**src/rtl/hazard_scoreboard_pkg.sv**
```systemverilog
// Shared types and default sizing for the RAW hazard scoreboard.
package hazard_scoreboard_pkg;

  localparam int unsigned SB_NUM_REGS     = 8;
  localparam int unsigned SB_REG_W        = 3;
  localparam int unsigned SB_MAX_INFLIGHT = 3;
  localparam int unsigned SB_CNT_W        = $clog2(SB_MAX_INFLIGHT + 1);

  typedef logic [SB_REG_W-1:0] lc3b_reg;
  typedef logic [SB_CNT_W-1:0] scoreboard_cnt_t;

endpackage

```
**src/rtl/sb_reg_counter.sv**
```systemverilog
// Single-register in-flight write counter: saturating up/down with synchronous clear.
module sb_reg_counter #(
  parameter int unsigned CNT_W   = 2,
  parameter int unsigned MAX_CNT = 3
) (
  input  logic             clk,
  input  logic             reset,
  input  logic             clr,
  input  logic             inc,
  input  logic             dec,
  output logic [CNT_W-1:0] cnt,
  output logic             nonzero
);

  always_ff @(posedge clk) begin
    if (reset || clr) begin
      cnt <= '0;
    end else if (inc && !dec && (cnt != CNT_W'(MAX_CNT))) begin
      cnt <= cnt + CNT_W'(1);
    end else if (dec && !inc && (cnt != '0)) begin
      cnt <= cnt - CNT_W'(1);
    end
  end

  assign nonzero = (cnt != '0);

endmodule

```
**src/rtl/hazard_scoreboard.sv**
```systemverilog
// Tracks in-flight destination writes per register and stalls decode on RAW
// hazards or when a register already has the maximum number of writes pending.
module hazard_scoreboard
  import hazard_scoreboard_pkg::*;
#(
  parameter int unsigned NUM_REGS     = SB_NUM_REGS,
  parameter int unsigned REG_W        = SB_REG_W,
  parameter int unsigned MAX_INFLIGHT = SB_MAX_INFLIGHT,
  parameter bit          FWD_EN       = 1'b1,
  localparam int unsigned CNT_W       = $clog2(MAX_INFLIGHT + 1),
  localparam int unsigned TOT_W       = CNT_W + REG_W
) (
  input  logic                clk,
  input  logic                reset,
  input  logic                issue_valid,
  input  logic                produces_dr,
  input  logic                need_sr1,
  input  logic                need_sr2,
  input  logic                need_hsr,
  input  logic [REG_W-1:0]    dr,
  input  logic [REG_W-1:0]    sr1,
  input  logic [REG_W-1:0]    sr2,
  input  logic [REG_W-1:0]    hsr,
  input  logic                wb_valid,
  input  logic [REG_W-1:0]    wb_dr,
  input  logic                flush,
  output logic                stall,
  output logic                issue_fire,
  output logic [NUM_REGS-1:0] pending,
  output logic [TOT_W-1:0]    inflight_total,
  output logic                wb_err
);

  logic [CNT_W-1:0]    cnt_arr [NUM_REGS];
  logic [NUM_REGS-1:0] inc_vec;
  logic [NUM_REGS-1:0] dec_vec;
  logic [CNT_W-1:0]    cnt_sr1, cnt_sr2, cnt_hsr, cnt_dr, cnt_wb;
  logic                hz_sr1, hz_sr2, hz_hsr, hz_struct;

  for (genvar r = 0; r < int'(NUM_REGS); r++) begin : gen_cnt
    sb_reg_counter #(
      .CNT_W   (CNT_W),
      .MAX_CNT (MAX_INFLIGHT)
    ) u_cnt (
      .clk     (clk),
      .reset   (reset),
      .clr     (flush),
      .inc     (inc_vec[r]),
      .dec     (dec_vec[r]),
      .cnt     (cnt_arr[r]),
      .nonzero (pending[r])
    );
  end

  // Counter lookups for every index compared this cycle.
  always_comb begin
    cnt_sr1 = '0;
    cnt_sr2 = '0;
    cnt_hsr = '0;
    cnt_dr  = '0;
    cnt_wb  = '0;
    for (int unsigned r = 0; r < NUM_REGS; r++) begin
      if (sr1   == REG_W'(r)) cnt_sr1 = cnt_arr[r];
      if (sr2   == REG_W'(r)) cnt_sr2 = cnt_arr[r];
      if (hsr   == REG_W'(r)) cnt_hsr = cnt_arr[r];
      if (dr    == REG_W'(r)) cnt_dr  = cnt_arr[r];
      if (wb_dr == REG_W'(r)) cnt_wb  = cnt_arr[r];
    end
  end

  // A retiring last write to a source clears its hazard when bypass is on.
  always_comb begin
    hz_sr1 = need_sr1 && (cnt_sr1 != '0) &&
             !(FWD_EN && wb_valid && (wb_dr == sr1) && (cnt_sr1 == CNT_W'(1)));
    hz_sr2 = need_sr2 && (cnt_sr2 != '0) &&
             !(FWD_EN && wb_valid && (wb_dr == sr2) && (cnt_sr2 == CNT_W'(1)));
    hz_hsr = need_hsr && (cnt_hsr != '0) &&
             !(FWD_EN && wb_valid && (wb_dr == hsr) && (cnt_hsr == CNT_W'(1)));
    hz_struct = produces_dr && (cnt_dr == CNT_W'(MAX_INFLIGHT)) &&
                !(wb_valid && (wb_dr == dr));
  end

  assign stall      = issue_valid && !flush && !reset &&
                      (hz_sr1 || hz_sr2 || hz_hsr || hz_struct);
  assign issue_fire = issue_valid && !stall && !flush;

  always_comb begin
    inc_vec = '0;
    dec_vec = '0;
    for (int unsigned r = 0; r < NUM_REGS; r++) begin
      inc_vec[r] = issue_fire && produces_dr && (dr == REG_W'(r));
      dec_vec[r] = wb_valid && (wb_dr == REG_W'(r)) && pending[r];
    end
  end

  // Issue can only be blocked by saturation when no matching writeback is
  // present, so at most one increment and one decrement land per cycle.
  always_ff @(posedge clk) begin
    if (reset || flush) begin
      inflight_total <= '0;
    end else begin
      inflight_total <= inflight_total + TOT_W'(|inc_vec) - TOT_W'(|dec_vec);
    end
  end

  always_ff @(posedge clk) begin
    if (reset) begin
      wb_err <= 1'b0;
    end else if (wb_valid && (cnt_wb == '0)) begin
      wb_err <= 1'b1;
    end
  end

endmodule
```
**config.mk**
```make
export PLATFORM = sky130hd
export DESIGN_NAME = hazard_scoreboard
export DESIGN_NICKNAME = d
export VERILOG_FILES = /design/src/rtl/hazard_scoreboard_pkg.sv /design/src/rtl/sb_reg_counter.sv /design/src/rtl/hazard_scoreboard.sv
export SDC_FILE = /design/constraint.sdc
export NUM_CORES = 1
export LEC_CHECK = 0
export CAP_MARGIN = 20
export CORE_UTILIZATION = 35
export CTS_CLUSTER_SIZE = 12
export DETAILED_ROUTE_END_ITERATION = 10
export DONT_BUFFER_PORTS = 1
export SLEW_MARGIN = 20
export SYNTH_ARGS = -nofsm -noshare
export SYNTH_HDL_FRONTEND = slang
export SYNTH_HIERARCHICAL = 1
export SYNTH_SLANG_ARGS = --single-unit
```
**constraint.sdc**
```tcl
create_clock -name clk -period 5.7 [get_ports clk]
set_input_delay 1.14 -clock clk [delete_from_list [all_inputs] [get_ports clk]]
set_output_delay 1.14 -clock clk [all_outputs]
set_load 0.005 [all_outputs]
```
Yosys cells after proc, flatten, opt, wreduce, memory -nomap -nowiden --
Cells that the tools add are included.
Cells by class: eq/ne operators 51, muxes and demuxes 56, add/sub/neg operators 18, reduce and logical (&&, ||, !) cells 132
Operator list (number):
- $mux 2 | 56
- $logic_and 1x1->1 | 78
- $eq 3x3->1 const B | 20
- $reduce_bool 2->1 | 19
- $eq 3x2->1 const B | 10
- $logic_not 1->1 | 23
- $add 2x1->2 const B | 8
- $ne 2x2->1 const B | 8
- $reduce_or 8->1 | 2
- $sub 2x1->2 const B | 8
- $eq 3x1->1 const B | 5
- $logic_not 3->1 | 5
- $eq 3x3->1 | 4
- $eq 2x1->1 const B | 3
- $add 5x1->5 | 1
- $sub 5x1->5 | 1
- $logic_or 1x1->1 | 4
- $eq 2x2->1 const B | 1
- $logic_not 2->1 | 1
Storage, ports and cells: input port bits 24, output and inout port bits 16, word-level logic and storage cells 267, register bits 22

Depth between registers and ports, before layout --
depth in word-level cells 27, mapped depth 17, gate-level depth less buffers 16

Hierarchy --
The synthesis kept the hierarchy.
By module, submodules not included:
- hazard_scoreboard | cells each 213, times used 1, area each 1495.2 um2, seq. area each 120.1 um2
- sb_reg_counter | cells each 13, times used 8, area each 115.1 um2, seq. area each 40.0 um2

Worst setup path after synthesis --
Ideal clock, no wire load.
path kind input port to flip-flop, from in sr2[1], to reg inflight_total[4], stages 17, data required time 5.574 ns, setup time 0.126 ns, path slack 1.509 ns, path buffers 1, arrival time 4.065 ns, path through clkbuf_1 > xnor2_1 > nand4_1 > a2111oi_0 > a311o_1 > a31oi_1 > or4_1 > ha_1 > inv_1 > ha_1 > inv_1 > fa_1 > inv_1 > a21o_1 > a21oi_1 > xnor2_1 > nor3_1
Between the ends: word-level cells in the longest chain between the ends 25, elaborated cells between the ends (all ways) 43, classes of those cells add/sub (2); eq/ne (9); mux (8); reduce/logical (24)
RTL lines:
- start: declaration | RTL line hazard_scoreboard.sv:22 | input logic [REG_W-1:0] sr2,
- $logic_not 3->1 | RTL line hazard_scoreboard.sv:64 | if (sr2 == REG_W'(r)) cnt_sr2 = cnt_arr[r];
- $mux 2 (8 in a row) | RTL line hazard_scoreboard.sv:64
- $eq 2x1->1 | RTL line hazard_scoreboard.sv:76 | !(FWD_EN && wb_valid && (wb_dr == sr2) && (cnt_sr2 == CNT_W'(1)));
- $logic_and 1x1->1 | RTL line hazard_scoreboard.sv:76
- $logic_not 1->1 | RTL line hazard_scoreboard.sv:76
- $logic_and 1x1->1 * | RTL line hazard_scoreboard.sv:75 | hz_sr2 = need_sr2 && (cnt_sr2 != '0) &&
- $logic_or 1x1->1 * (3 in a row) | RTL line hazard_scoreboard.sv:84 | (hz_sr1 || hz_sr2 || hz_hsr || hz_struct);
- $logic_and 1x1->1 * | RTL line hazard_scoreboard.sv:83 | assign stall = issue_valid && !flush && !reset &&
- $logic_not 1->1 * | RTL line hazard_scoreboard.sv:85 | assign issue_fire = issue_valid && !stall && !flush;
- $logic_and 1x1->1 * (2 in a row) | RTL line hazard_scoreboard.sv:85
- $logic_and 1x1->1 * | RTL line hazard_scoreboard.sv:91 | inc_vec[r] = issue_fire && produces_dr && (dr == REG_W'(r));
- $logic_and 1x1->1 | RTL line hazard_scoreboard.sv:91
- $reduce_or 8->1 * | RTL line hazard_scoreboard.sv:102 | inflight_total <= inflight_total + TOT_W'(|inc_vec) - TOT_W'(|dec_vec);
- $add 5x1->5 * | RTL line hazard_scoreboard.sv:102
- $sub 5x1->5 * | RTL line hazard_scoreboard.sv:102
- end signal: assignment | RTL line hazard_scoreboard.sv:102
- end: declaration | RTL line hazard_scoreboard.sv:30 | output logic [TOT_W-1:0] inflight_total,
Mark *: on every way between the ends. The rest lies on a longest branch, timed or not. A chain may end at the register's enable or synchronous reset.

Worst setup path in the final report --
from in wb_dr[2], to reg inflight_total[4]
Between the ends: word-level cells in the longest chain between the ends 17, elaborated cells between the ends (all ways) 63, classes of those cells add/sub (2); eq/ne (11); reduce/logical (50)
RTL lines:
- start: declaration | RTL line hazard_scoreboard.sv:25 | input logic [REG_W-1:0] wb_dr,
- $eq 3x3->1, on equally long branches | RTL line hazard_scoreboard.sv:74, hazard_scoreboard.sv:76
- $logic_and 1x1->1, on equally long branches (2 in a row) | RTL line hazard_scoreboard.sv:74, hazard_scoreboard.sv:76
- $logic_not 1->1, on equally long branches | RTL line hazard_scoreboard.sv:74, hazard_scoreboard.sv:76
- $logic_and 1x1->1, on equally long branches | RTL line hazard_scoreboard.sv:73, hazard_scoreboard.sv:75
- $logic_or 1x1->1 (3 in a row) | RTL line hazard_scoreboard.sv:84
- $logic_and 1x1->1 | RTL line hazard_scoreboard.sv:83
- $logic_not 1->1 | RTL line hazard_scoreboard.sv:85
- $logic_and 1x1->1 (2 in a row) | RTL line hazard_scoreboard.sv:85
- $logic_and 1x1->1 (2 in a row) | RTL line hazard_scoreboard.sv:91
- $reduce_or 8->1 | RTL line hazard_scoreboard.sv:102
- $add 5x1->5 | RTL line hazard_scoreboard.sv:102
- $sub 5x1->5 * | RTL line hazard_scoreboard.sv:102
Marked as above.

==> results.sh <==
export IMPL_clkTransAtPathRegs_ns=0.09
export IMPL_finalMaxSlewViolations=0
export IMPL_yosysSeqAreaShare=0.182
export IMPL_rr_worst_depth=17
export IMPL_grt_overflow_total=0
export IMPL_drc_errors=0
export IMPL_drt_initial_drc_count=133
export IMPL_routabilityCongestion=0.857
export IMPL_grt_pass1_vias=2243
export IMPL_post_cts_buffers=0
export IMPL_syn_to_final_growth_pct=3.52
export IMPL_drt_total_wl_mm=6.72
export IMPL_placementRows=29
export IMPL_coreArea_mm2=0.00649
export IMPL_rsz0062_at_grt="no"
export IMPL_holdPathStages=2
export IMPL_ir_worst_vdd_mv=0.0838
export IMPL_cts_tree="done"
export IMPL_cts_sinks=22
export IMPL_fillCellCount=672
export IMPL_syn_nets=347
export IMPL_yosysTopAreaCell="dfxtp_1"
export IMPL_grt_use_total=0.194
export IMPL_grt_pass1_wl_mm=11.4
export IMPL_synth_top_area_frac=0.182
export IMPL_setup_tns_ns=0
export IMPL_synth_cell_types=59
export IMPL_ys_async_sr_fraction=0
export IMPL_layout_commonest_cell="dfxtp_1"
export IMPL_drt_pass1_iter_count=4
export IMPL_yosys_area_share_xor_xnor=0.0580
export IMPL_vias=2361
export IMPL_fp_dieW_um=85.1
export IMPL_fmax_mhz=252
export IMPL_drive_above_1_share=0.0888
export IMPL_die_area_mm2=0.00724
export IMPL_dp_cells=377
export IMPL_yosys_area_share_simple=0.352
export IMPL_synth_avg_cell_area_um2=7.62
export IMPL_whs_ns=0.604
export IMPL_die_h_um=85.1
export IMPL_synth_area_leaders="dfxtp_1 (18%), nand2b_1 (5.2%), a2111oi_2 (5.0%), a211oi_1 (4.0%), xnor2_1 (4.0%)"
export IMPL_hold_viol_final=0
export IMPL_cts_root_buf="clkbuf_8"
export IMPL_start_util=0.372
export IMPL_status="finished clean"
export IMPL_ctsResizeCount=0
export IMPL_max_cap_viol_count=0
export IMPL_muxShareOfSynthArea=0.0471
export IMPL_ys_ff_latch=22
export IMPL_cp_arrival_ns=4.17
export IMPL_htreeDepth=1
export IMPL_final_nets=335
export IMPL_antenna_found_initial=0
export IMPL_clk_latency_ns=0.27
export IMPL_final_cell_mix="dfxtp_1 (22), nand2_1 (20), nand2b_1 (20), nor3_1 (19), inv_1 (18)"
export IMPL_wl_per_cell_um=17.6
export IMPL_powerDensity_mw_per_mm2=142
export IMPL_dp_hpwl_mm=5.03
export IMPL_place_area_mm2=0.00243
export IMPL_ys_warn_count=6
export IMPL_diodes=0
export IMPL_clock_skew_ns=0.00532
export IMPL_worst_setup_path_start_kind="input port"
export IMPL_fin_crit_sh=0.697
export IMPL_cp_required_ns=5.90
export IMPL_synth_compound_area_frac=0.262
export IMPL_finalNonFillerCells=381
export IMPL_end_kind="register"
export IMPL_clock_path_buffers=2
export IMPL_stdcell_area_mm2=0.00250
export IMPL_ant_nets=0
export IMPL_critical_path_max_fanout=11
export IMPL_setup_viol=0
export IMPL_tightest_slew_ns=0.620
export IMPL_synth_top_family_by_area="simple AND/OR/NAND/NOR gates"
export IMPL_hp_class="register to register"
export IMPL_max_slew_margin=0.583
export IMPL_crit_type="input port to register"
export IMPL_fin_crit_ns=3.97
export IMPL_synth_fa_ha_area_frac=0.0342
export IMPL_ctsHoldBuffers=0
export IMPL_fin_util=0.385
export IMPL_vias_per_cell=6.20
export IMPL_num_io_pins=40
export IMPL_synth_flop_cell="dfxtp_1"
export IMPL_synthCells=317
export IMPL_numCtsBuffers=3
export IMPL_leakagePower_uw=0.000869
export IMPL_portBuffers=0
export IMPL_syn_cell_area_mm2=0.00242
export IMPL_synth_edf_count=0
export IMPL_grt_max_degree=25
## stage by stage
stage	power, µW	setup WS, ns
after global routing	370	1.39
after CTS	357	1.74
after global placement	208	1.50
after floorplan	215	1.51
after detailed placement	208	1.46
final	355	1.73
## layout make-up
type / count / area (µm²) / area share
multi-input combinational: 259 / 1820 / 0.727
sequential: 22 / 440 / 0.176
tap: 77 / 96.3 / 0.0385
inverter: 18 / 67.6 / 0.0270
clock buffer: 3 / 41.3 / 0.0165
clock inverter: 1 / 30.0 / 0.0120
timing repair buffer: 1 / 7.51 / 0.00300
## power breakdown
part	switching, µW	internal (µW)	total, µW
sequential	1.69	155	156
clock	55.7	93.9	150
combinational	22.6	25.8	48.5
## cells in the mapped netlist, types with 9 or more instances
| master | count |
|---|---|
| dfxtp_1 | 22 |
| nand2_1 | 20 |
| nand2b_1 | 20 |
| nor3_1 | 19 |
| inv_1 | 18 |
| o21ai_0 | 17 |
| a211oi_1 | 13 |
| nor2b_1 | 12 |
| nor4_1 | 11 |
| xnor2_1 | 11 |
| a21oi_1 | 9 |
| and3b_1 | 9 |
| clkbuf_1 | 9 |
| nor2_1 | 9 |
| or2_2 | 9 |
## final timing paths
kind / startpoint / slack [ns] / to
min: gen_cnt[7].u_cnt/cnt[1] / 0.60 / gen_cnt[7].u_cnt/cnt[1]
max: wb_dr[2] / 1.73 / inflight_total[4]
max reg2reg: gen_cnt[4].u_cnt/cnt[1] / 2.06 / inflight_total[4]
min reg2reg: gen_cnt[7].u_cnt/cnt[1] / 0.60 / gen_cnt[7].u_cnt/cnt[1]
## logic make-up after synthesis
family / after synthesis
AO/OA/AOI/OAI: 83
XOR/XNOR: 16
adder cells (fa/ha/maj): 6
buffers and inverters: 36
flip-flops: 22
multiplexers: 10
AND/OR/NAND/NOR: 144
## layer usage
metal	wire length (µm)	global-route usage
met1	3130	0.267
met4	96	0.0431
met2	2900	0.306
met3	590	0.0506
met5	0	0
## state kept, by name, summed over array words and instances, names as in the netlist
register	count
wb_err	1
gen_cnt.u_cnt/cnt	16
inflight_total	5
## worst max-delay path: stages
cell	delay [ns]
xnor2_1	0.13
nand4_1	0.20
a311oi_1	0.32
a21oi_1	0.07
o2111a_1	0.38
or4_1	0.52
ha_1	0.30
inv_1	0.05
ha_1	0.15
inv_1	0.05
fa_1	0.39
inv_1	0.07
a21o_1	0.10
a21oi_1	0.07
xnor2_1	0.12
nor3_1	0.11
Note: power is estimated with default switching activity, not from simulation.
